===== config.mk =====
export PLATFORM = sky130hd
export DESIGN_NAME = epmp_bus_ctrl
export DESIGN_NICKNAME = d
export VERILOG_FILES = /design/src/rtl/epmp_bus_ctrl.sv
export SDC_FILE = /design/constraint.sdc
export NUM_CORES = 1
export LEC_CHECK = 0
export CAP_MARGIN = 20
export CORE_AREA = 2 2 39 41
export DETAILED_ROUTE_END_ITERATION = 10
export DIE_AREA = 0 0 41 43
export PLACE_DENSITY = 0.78
export SLEW_MARGIN = 20
export SYNTH_ARGS = -nofsm -noshare
export SYNTH_HDL_FRONTEND = slang
export SYNTH_SLANG_ARGS = --single-unit

===== constraint.sdc =====
create_clock -name clk -period 4.35 [get_ports clk]
set_input_delay 0.87 -clock clk [delete_from_list [all_inputs] [get_ports clk]]
set_output_delay 0.87 -clock clk [all_outputs]
set_load 0.02 [all_outputs]

===== src/rtl/epmp_bus_ctrl.sv =====
// -----------------------------------------------------------------------------
// epmp_bus_ctrl
//   External-bus cycle sequencer for the EPMP datapath. Turns one-cycle
//   read/write request pulses from the control unit into timed external bus
//   cycles: address/data setup, strobe with READY wait states, one hold cycle.
//
// Parameters
//   SETUP_CYC   address/data setup cycles before the strobe (1..15)
//   TIMEOUT     strobe cycles with ext_ready low before an abort (1..15)
//
// Build option
//   EPMP_BUS_TIMEOUT_EN   when defined, a strobe that sees ext_ready low on its
//                         TIMEOUT-th cycle aborts through ERR (bus_err pulse).
//                         When undefined the strobe waits forever and bus_err
//                         stays 0.
//
// Ports
//   clk          system clock, all logic on posedge
//   rst          synchronous active-high reset
//   mem_rd_req   read request pulse (sampled only when idle)
//   mem_wr_req   write request pulse (sampled only when idle)
//   ext_ready    memory ready, 1 = cycle may complete
//   mem_busy     1 while a bus cycle is in progress
//   mem_done     one-cycle pulse at the end of a bus cycle
//   bus_err      one-cycle pulse on timeout abort, together with mem_done
//   ext_rd_n     active-low read strobe
//   ext_wr_n     active-low write strobe
//   MAR_XB_En    MAR drives the external address bus
//   MDR_XB_Load  MDR captures D at this posedge (combinational, read strobe)
//   MDR_XB_En    MDR drives the external data bus
// -----------------------------------------------------------------------------
module epmp_bus_ctrl #(
    parameter int unsigned SETUP_CYC = 1,
    parameter int unsigned TIMEOUT   = 15
) (
    input  logic clk,
    input  logic rst,
    input  logic mem_rd_req,
    input  logic mem_wr_req,
    input  logic ext_ready,
    output logic mem_busy,
    output logic mem_done,
    output logic bus_err,
    output logic ext_rd_n,
    output logic ext_wr_n,
    output logic MAR_XB_En,
    output logic MDR_XB_Load,
    output logic MDR_XB_En
);

    typedef enum logic [2:0] {
        IDLE    = 3'd0,
        SETUP   = 3'd1,
        RD_STRB = 3'd2,
        WR_STRB = 3'd3,
        HOLD    = 3'd4,
        ERR     = 3'd5
    } state_t;

`ifdef EPMP_BUS_TIMEOUT_EN
    localparam logic TO_EN = 1'b1;
`else
    localparam logic TO_EN = 1'b0;
`endif

    localparam logic [3:0] SETUP_LAST = 4'(SETUP_CYC - 1);
    localparam logic [3:0] TO_LAST    = 4'(TIMEOUT - 1);

    state_t     state_q, state_d;
    logic       is_wr_q, is_wr_d;
    logic [3:0] setup_cnt_q, setup_cnt_d;
    logic [3:0] wait_cnt_q, wait_cnt_d;

    // Moore outputs are registered: they are decoded from the next state and
    // loaded together with it, so they change cleanly on the clock edge.
    logic busy_q, done_q, err_q, rd_n_q, wr_n_q, mar_en_q, mdr_en_q;
    logic busy_d, done_d, err_d, rd_n_d, wr_n_d, mar_en_d, mdr_en_d;

    // Wait counter equals (strobe cycles so far - 1) while ready is low, so
    // it reaching TO_LAST marks the TIMEOUT-th strobe cycle.
    logic timeout_hit;
    assign timeout_hit = TO_EN && (wait_cnt_q == TO_LAST);

    always_comb begin
        state_d     = state_q;
        is_wr_d     = is_wr_q;
        setup_cnt_d = setup_cnt_q;
        wait_cnt_d  = wait_cnt_q;
        unique case (state_q)
            IDLE: begin
                // Read has priority; a simultaneous write is dropped.
                if (mem_rd_req || mem_wr_req) begin
                    state_d     = SETUP;
                    is_wr_d     = !mem_rd_req;
                    setup_cnt_d = 4'd0;
                end
            end
            SETUP: begin
                if (setup_cnt_q == SETUP_LAST) begin
                    state_d    = is_wr_q ? WR_STRB : RD_STRB;
                    wait_cnt_d = 4'd0;
                end else begin
                    setup_cnt_d = setup_cnt_q + 4'd1;
                end
            end
            RD_STRB, WR_STRB: begin
                if (ext_ready) begin
                    state_d = HOLD;
                end else if (timeout_hit) begin
                    state_d = ERR;
                end else if (wait_cnt_q != 4'hF) begin
                    wait_cnt_d = wait_cnt_q + 4'd1;
                end
            end
            HOLD:    state_d = IDLE;
            ERR:     state_d = IDLE;
            default: state_d = IDLE;
        endcase
    end

    always_comb begin
        busy_d   = (state_d != IDLE);
        done_d   = (state_d == HOLD) || (state_d == ERR);
        err_d    = TO_EN && (state_d == ERR);
        rd_n_d   = (state_d != RD_STRB);
        wr_n_d   = (state_d != WR_STRB);
        mar_en_d = (state_d == SETUP) || (state_d == RD_STRB) ||
                   (state_d == WR_STRB) || (state_d == HOLD);
        mdr_en_d = is_wr_d && ((state_d == SETUP) || (state_d == WR_STRB) ||
                               (state_d == HOLD));
    end

    always_ff @(posedge clk) begin
        if (rst) begin
            state_q     <= IDLE;
            is_wr_q     <= 1'b0;
            setup_cnt_q <= 4'd0;
            wait_cnt_q  <= 4'd0;
            busy_q      <= 1'b0;
            done_q      <= 1'b0;
            err_q       <= 1'b0;
            rd_n_q      <= 1'b1;
            wr_n_q      <= 1'b1;
            mar_en_q    <= 1'b0;
            mdr_en_q    <= 1'b0;
        end else begin
            state_q     <= state_d;
            is_wr_q     <= is_wr_d;
            setup_cnt_q <= setup_cnt_d;
            wait_cnt_q  <= wait_cnt_d;
            busy_q      <= busy_d;
            done_q      <= done_d;
            err_q       <= err_d;
            rd_n_q      <= rd_n_d;
            wr_n_q      <= wr_n_d;
            mar_en_q    <= mar_en_d;
            mdr_en_q    <= mdr_en_d;
        end
    end

    assign mem_busy  = busy_q;
    assign mem_done  = done_q;
    assign bus_err   = err_q;
    assign ext_rd_n  = rd_n_q;
    assign ext_wr_n  = wr_n_q;
    assign MAR_XB_En = mar_en_q;
    assign MDR_XB_En = mdr_en_q;

    // Load follows ready within the read strobe cycle; suppressed while reset
    // is asserted so an interrupted read never captures data.
    assign MDR_XB_Load = (state_q == RD_STRB) && ext_ready && !rst;

endmodule


==> results of run 1 <==
## path summary, 6_finish.rpt
path / startpoint / end / slack [ns] / cells past startpoint
worst max-delay path: rst / MDR_XB_Load / 1.05 / 3
worst min-delay path: setup_cnt_q[3]$_SDFFE_PP0P_ / setup_cnt_q[3]$_SDFFE_PP0P_ / 0.48 / 2
worst max register to register: setup_cnt_q[0]$_SDFFE_PP0P_ / MAR_XB_En$_SDFF_PP0_ / 2.61 / 6
worst min register to register: setup_cnt_q[3]$_SDFFE_PP0P_ / setup_cnt_q[3]$_SDFFE_PP0P_ / 0.48 / 2
## layout make-up
| cell class | count | area [µm²] | share of cell area, % |
|---|---|---|---|
| clock buffer | 4 | 36.3 | 4.70 |
| inverter | 3 | 11.3 | 1.46 |
| multi-input combinational | 45 | 314 | 40.7 |
| sequential | 14 | 280 | 36.3 |
| tap | 16 | 20.0 | 2.59 |
| timing repair buffer | 11 | 110 | 14.3 |
## critical path, delay by kind of cell
| family | cells | cell delay, ns |
|---|---|---|
| buffers and inverters | 2 | 1.24 |
| and+or+nand+nor | 1 | 0.30 |
## state kept, by name, indices dropped and copies added (netlist names)
register,flops
mem_done,1
MAR_XB_En,1
ext_wr_n,1
state_q,3
is_wr_q,1
MDR_XB_En,1
setup_cnt_q,4
mem_busy,1
ext_rd_n,1
## cells by family after synthesis
| kind of cell | Yosys count | synth area share [%] |
|---|---|---|
| AND/OR/NAND/NOR | 25 | 26.1 |
| AO/OA/AOI/OAI | 17 | 19.6 |
| flip-flops | 14 | 44.9 |
| buffers and inverters | 6 | 4.81 |
| adder cells (fa/ha/maj) | 2 | 4.01 |
| other | 1 | 0.601 |
## cells in the final DEF (no fill, tap or decap), drive strengths merged, types with 2 or more instances in the layout
master and n:
a21oi 4, clkbuf 4, clkdlybuf4s50 11, dfxtp 14
ha 2, inv 3, nand2 6, nand2b 2
nand3 2, nor2 3, nor3 3, nor3b 2
o21ai 4
## metrics by stage
stage	power [mW]	util, %	area, µm²	setup slack, ns	hold WS, ns
3_3_place_gp	0.215	53.2	736	1.07	0.469
6_report	0.302	55.8	772	1.05	0.482
4_1_cts	0.307	55.8	772	1.04	0.494
2_1_floorplan	0.193	-	624	1.74	0.457
3_5_place_dp	0.216	53.2	736	1.04	0.482
5_1_grt	0.318	55.8	772	0.938	0.535
## where the power goes
part,switching [mW],leakage (nW),internal [mW]
Combinational,0.0325,0.145,0.0325
Sequential,0.00907,0.115,0.138
Clock,0.0391,0.0210,0.0508
## layer usage
metal / wire [µm] / global-route usage (%)
met5: 0 / 0
met4: 18 / 14.0
met3: 36 / 3.14
met2: 504 / 19.7
met1: 491 / 20.5
==> results.yml, run 1 <==
outcome:
  status: "complete, no violations"
global_route:
  grt_max_degree: 13
  grt_pass1_wl_mm: 1.75
  track_usage_pct: 15.4
  antenna_found_initial: 0
  overflow: 0
  grt_pass1_vias: 444
layout:
  fillers: 128
  synthToLayoutAreaGrowth_pct: 23.6
  stdcell_count: 93
  antenna_cells: 0
  drive_gt1_share_pct: 14.3
  nets: 85
sta:
  hold_viol_final: 0
  fin_skew_ns: 0.000777
  period_share_pct: 75.8
  setup_viol: 0
  period_minus_slack_ns: 3.30
  rsz0062_at_grt: "no"
  maxSlewViolCount: 0
  tns_ns: 0
  max_freq_mhz: 303
clock_network:
  clk_latency_ns: 0.27
  cts_resized: 0
  cts_tree: "built"
  postCtsHoldBufs: 0
  cts.sinks: 14
  clockBufferDepth: 2
  htree_levels: 1
  clk_pin_slew_ns: 0.08
  root_buffer: "clkbuf_4"
  cts_setup_buffers: 0
  cts_buffers: 3
drt:
  final_antenna_net_count: 0
  dr.pass1.iters: 4
  via_count: 490
  route.detailed.drc: 0
  drt_iter0_drc: 9
  wirelength_mm: 1.05
  post_drt_wl_per_cell_um: 11.3
  viasPerCell: 5.27
synth:
  synthMostInstantiatedCell: "dfxtp_1"
  syn_avg_cell_area_um2: 9.61
  synth_common_cells: "dfxtp_1, nand2_1, a21oi_1, o21ai_0"
  synth_top_cell_by_area: "dfxtp_1"
  ys_ff_latch: 14
  synth_nets: 72
  ys_types: 32
  synth.area.top_cells: "dfxtp_1, ha_1, nand2_1, a21oi_1, o21ai_0"
  async_flop_share_pct: 0
  synthFlopType: "dfxtp_1"
  synth-edff-count: 0
  yosysTopAreaCellShare_pct: 44.9
  synth_warnings: 0
  synth_area_um2: 624
  synthCells: 65
  ys_seq_area_share_pct: 44.9
setup_path:
  path_cells: "clkdlybuf4s50_1, nor4_1, clkdlybuf4s50_1"
  crit_arrival_ns: 2.43
  endpoint_kind: "output pin"
  required_ns: 3.48
  crit_path_start_kind: "primary input"
  crit_fanout: 12
  worst_path_max_delay_cell: "clkdlybuf4s50_1"
  crit_type: "in -> out"
  path_common_cell: "clkdlybuf4s50_1"
  cpPeakStageDelay_ns: 0.64
place:
  post-dp-hpwl_um: 818
  dp_cells: 89
  place.gp.congestion: 0.750
  port_buffers: 11
floorplan:
  die-area_um2: 1760
  top_level_ports: 13
  die_w_um: 41
  die_height_um: 43
  rows: 14
  initial_core_util_pct: 45.1
  core_area_um2: 1380
job:
  drv_cap: 0
worst_hold_path:
  hp-class: "reg -> reg"
power:
  irDropWorstVdd_mv: 0.238
  leakagePower_nw: 0.281
  power_density_nw_per_um2: 392
Power figures use the tool's default switching activity.
==> run 2: changes to the inputs <==
--- a/config.mk
+++ b/config.mk
@@ -6,10 +6,10 @@
 export NUM_CORES = 1
 export LEC_CHECK = 0
 export CAP_MARGIN = 20
-export CORE_AREA = 2 2 39 41
+export CORE_MARGIN = 2
+export CORE_UTILIZATION = 42
 export DETAILED_ROUTE_END_ITERATION = 10
-export DIE_AREA = 0 0 41 43
-export PLACE_DENSITY = 0.78
+export PLACE_DENSITY = 0.74
 export SLEW_MARGIN = 20
 export SYNTH_ARGS = -nofsm -noshare
 export SYNTH_HDL_FRONTEND = slang
==> constraint.sdc (replaced) <==
create_clock -name clk -period 2.7 [get_ports clk]
set_input_delay 0.54 -clock clk [delete_from_list [all_inputs] [get_ports clk]]
set_output_delay 0.54 -clock clk [all_outputs]
set_load 0.02 [all_outputs]
==> run 2 against run 1 <==
Net effect:
- combinational power is 63% higher
- highest routed layer unchanged
- sequential power is 61% higher
- global-route usage is 2.5 points lower
- non-clock buffer count is 1 higher
==> results.yml, run 2 (synthesis results as in run 1) <==
global_route:
  overflow: 0
  grt_pass1_vias: 427
  grt_pass1_wl_mm: 1.71
  track_usage_pct: 12.9
  antenna_found_initial: 0
  grt_max_degree: 12
floorplan:
  die_w_um: 42.6
  initial_core_util_pct: 46.2
  die-area_um2: 1810
  die_height_um: 42.6
  core_area_um2: 1350
  top_level_ports: 13
  rows: 13
setup_path:
  required_ns: 2.16
  path_cells: "clkdlybuf4s50_1, nand2_1, nor4_1, clkdlybuf4s50_1"
  crit_fanout: 5
  cpPeakStageDelay_ns: 0.65
  crit_arrival_ns: 1.98
  critPathBufInv: 2
  crit_type: "in -> out"
  critPathTopFamily: "buffers and inverters"
  endpoint_kind: "output pin"
  worst_path_max_delay_cell: "clkdlybuf4s50_1"
  crit_path_start_kind: "primary input"
  path_common_cell: "clkdlybuf4s50_1"
clock_network:
  cts_resized: 0
  cts_setup_buffers: 0
  postCtsHoldBufs: 0
  clockBufferDepth: 2
  cts.sinks: 14
  root_buffer: "clkbuf_4"
  clk_latency_ns: 0.27
  cts_tree: "built"
  cts_buffers: 3
  clk_pin_slew_ns: 0.08
  htree_levels: 1
layout:
  stdcell_count: 92
  antenna_cells: 0
  synthToLayoutAreaGrowth_pct: 22.4
  nets: 86
  top_register: "setup_cnt_q"
  largest_reg_flops: 4
  layout_common_cells: "dfxtp_1, clkdlybuf4s50_1, nand2_1"
  drive_gt1_share_pct: 14.3
  top_regs: "setup_cnt_q: 4 flops, state_q: 3 flops"
  layout_commonest_cell: "dfxtp_1"
place:
  port_buffers: 11
  place.gp.congestion: 0.792
  pre_cts_slack_ns: 0.170
  post-dp-hpwl_um: 780
  dp_cells: 89
drt:
  drt_iter0_drc: 8
  wirelength_mm: 1.03
  post_drt_wl_per_cell_um: 11.2
  dr.pass1.iters: 4
  via_count: 504
  viasPerCell: 5.48
  final_antenna_net_count: 0
  route.detailed.drc: 0
sta:
  tns_ns: 0
  max_freq_mhz: 397
  maxSlewViolCount: 0
  period_minus_slack_ns: 2.52
  fin_skew_ns: 0.00272
  hold_viol_final: 0
  hold_ws_ns: 0.503
  period_share_pct: 93.4
  rsz0062_at_grt: "no"
  worst_slack_ns: 0.178
  setup_viol: 0
worst_hold_path:
  hp-class: "reg -> reg"
job:
  drv_cap: 0
power:
  p_switching_mw: 0.129
  leakagePower_nw: 0.279
  p_sw_share_pct: 28.3
  power_frac_seq_pct: 51.9
  p_int_mw: 0.328
  p_clk_share_pct: 24.9
  irDropWorstVdd_mv: 0.306
  pwr-share-comb_pct: 23.1
  power_density_nw_per_um2: 598
outcome:
  status: "complete, no violations"
run 2: cell count changes in the layout (fill, tap and decap cells not counted):
cell / change
clkbuf_8: -1
buf_4: +1
run 2: worst paths after layout:
path	cells after the start	startpoint	to	slack [ns]
min	2	setup_cnt_q[0]$_SDFFE_PP0P_	setup_cnt_q[0]$_SDFFE_PP0P_	0.50
max reg2reg	6	setup_cnt_q[0]$_SDFFE_PP0P_	mem_busy$_SDFF_PP0_	0.93
min reg2reg	2	setup_cnt_q[0]$_SDFFE_PP0P_	setup_cnt_q[0]$_SDFFE_PP0P_	0.50
max	4	ext_ready	MDR_XB_Load	0.18
run 2: final cells by class:
cell class | count | area, µm²
Timing Repair Buffer | 12 | 118
Multi-Input combinational cell | 45 | 314
Fill cell | 127 | 586
Inverter | 3 | 11.3
Sequential cell | 14 | 280
Tap cell | 15 | 18.8
Clock buffer | 3 | 22.5
run 2: layer usage:
metal | up-vias | global-route usage (%) | routed length [µm]
met5 | - | 0 | 0
met4 | 0 | 7.50 | 14
met3 | 2 | 5.60 | 38
met2 | 9 | 18.5 | 472
met1 | 234 | 15.8 | 505
li1 | 259 | - | -
run 2: worst reg2reg max path, delay by kind of cell (launching register included):
family | cells | cell delay, ns
flops | 1 | 0.34
buf+inv | 1 | 0.08
fa+ha+maj | 1 | 0.13
simple gates | 1 | 0.40
compound gates | 3 | 0.70
run 2: power groups by stage:
stage	Clock (mW)	Sequential, mW	Combinational [mW]
floorplan	0	0.253	0.0577
global placement	0	0.241	0.107
detailed placement	0	0.242	0.106
CTS	0.118	0.237	0.107
global route	0.127	0.239	0.115
finish	0.114	0.237	0.106
run 2: per-stage QoR:
| step | total power, mW | util [%] | instance area (µm²) |
|---|---|---|---|
| 4_1_cts | 0.463 | 56.6 | 764 |
| 3_5_place_dp | 0.349 | 55.0 | 742 |
| 5_1_grt | 0.481 | 56.6 | 764 |
| 6_report | 0.457 | 56.6 | 764 |
| 2_1_floorplan | 0.310 | - | 624 |
| 3_3_place_gp | 0.348 | 55.0 | 742 |
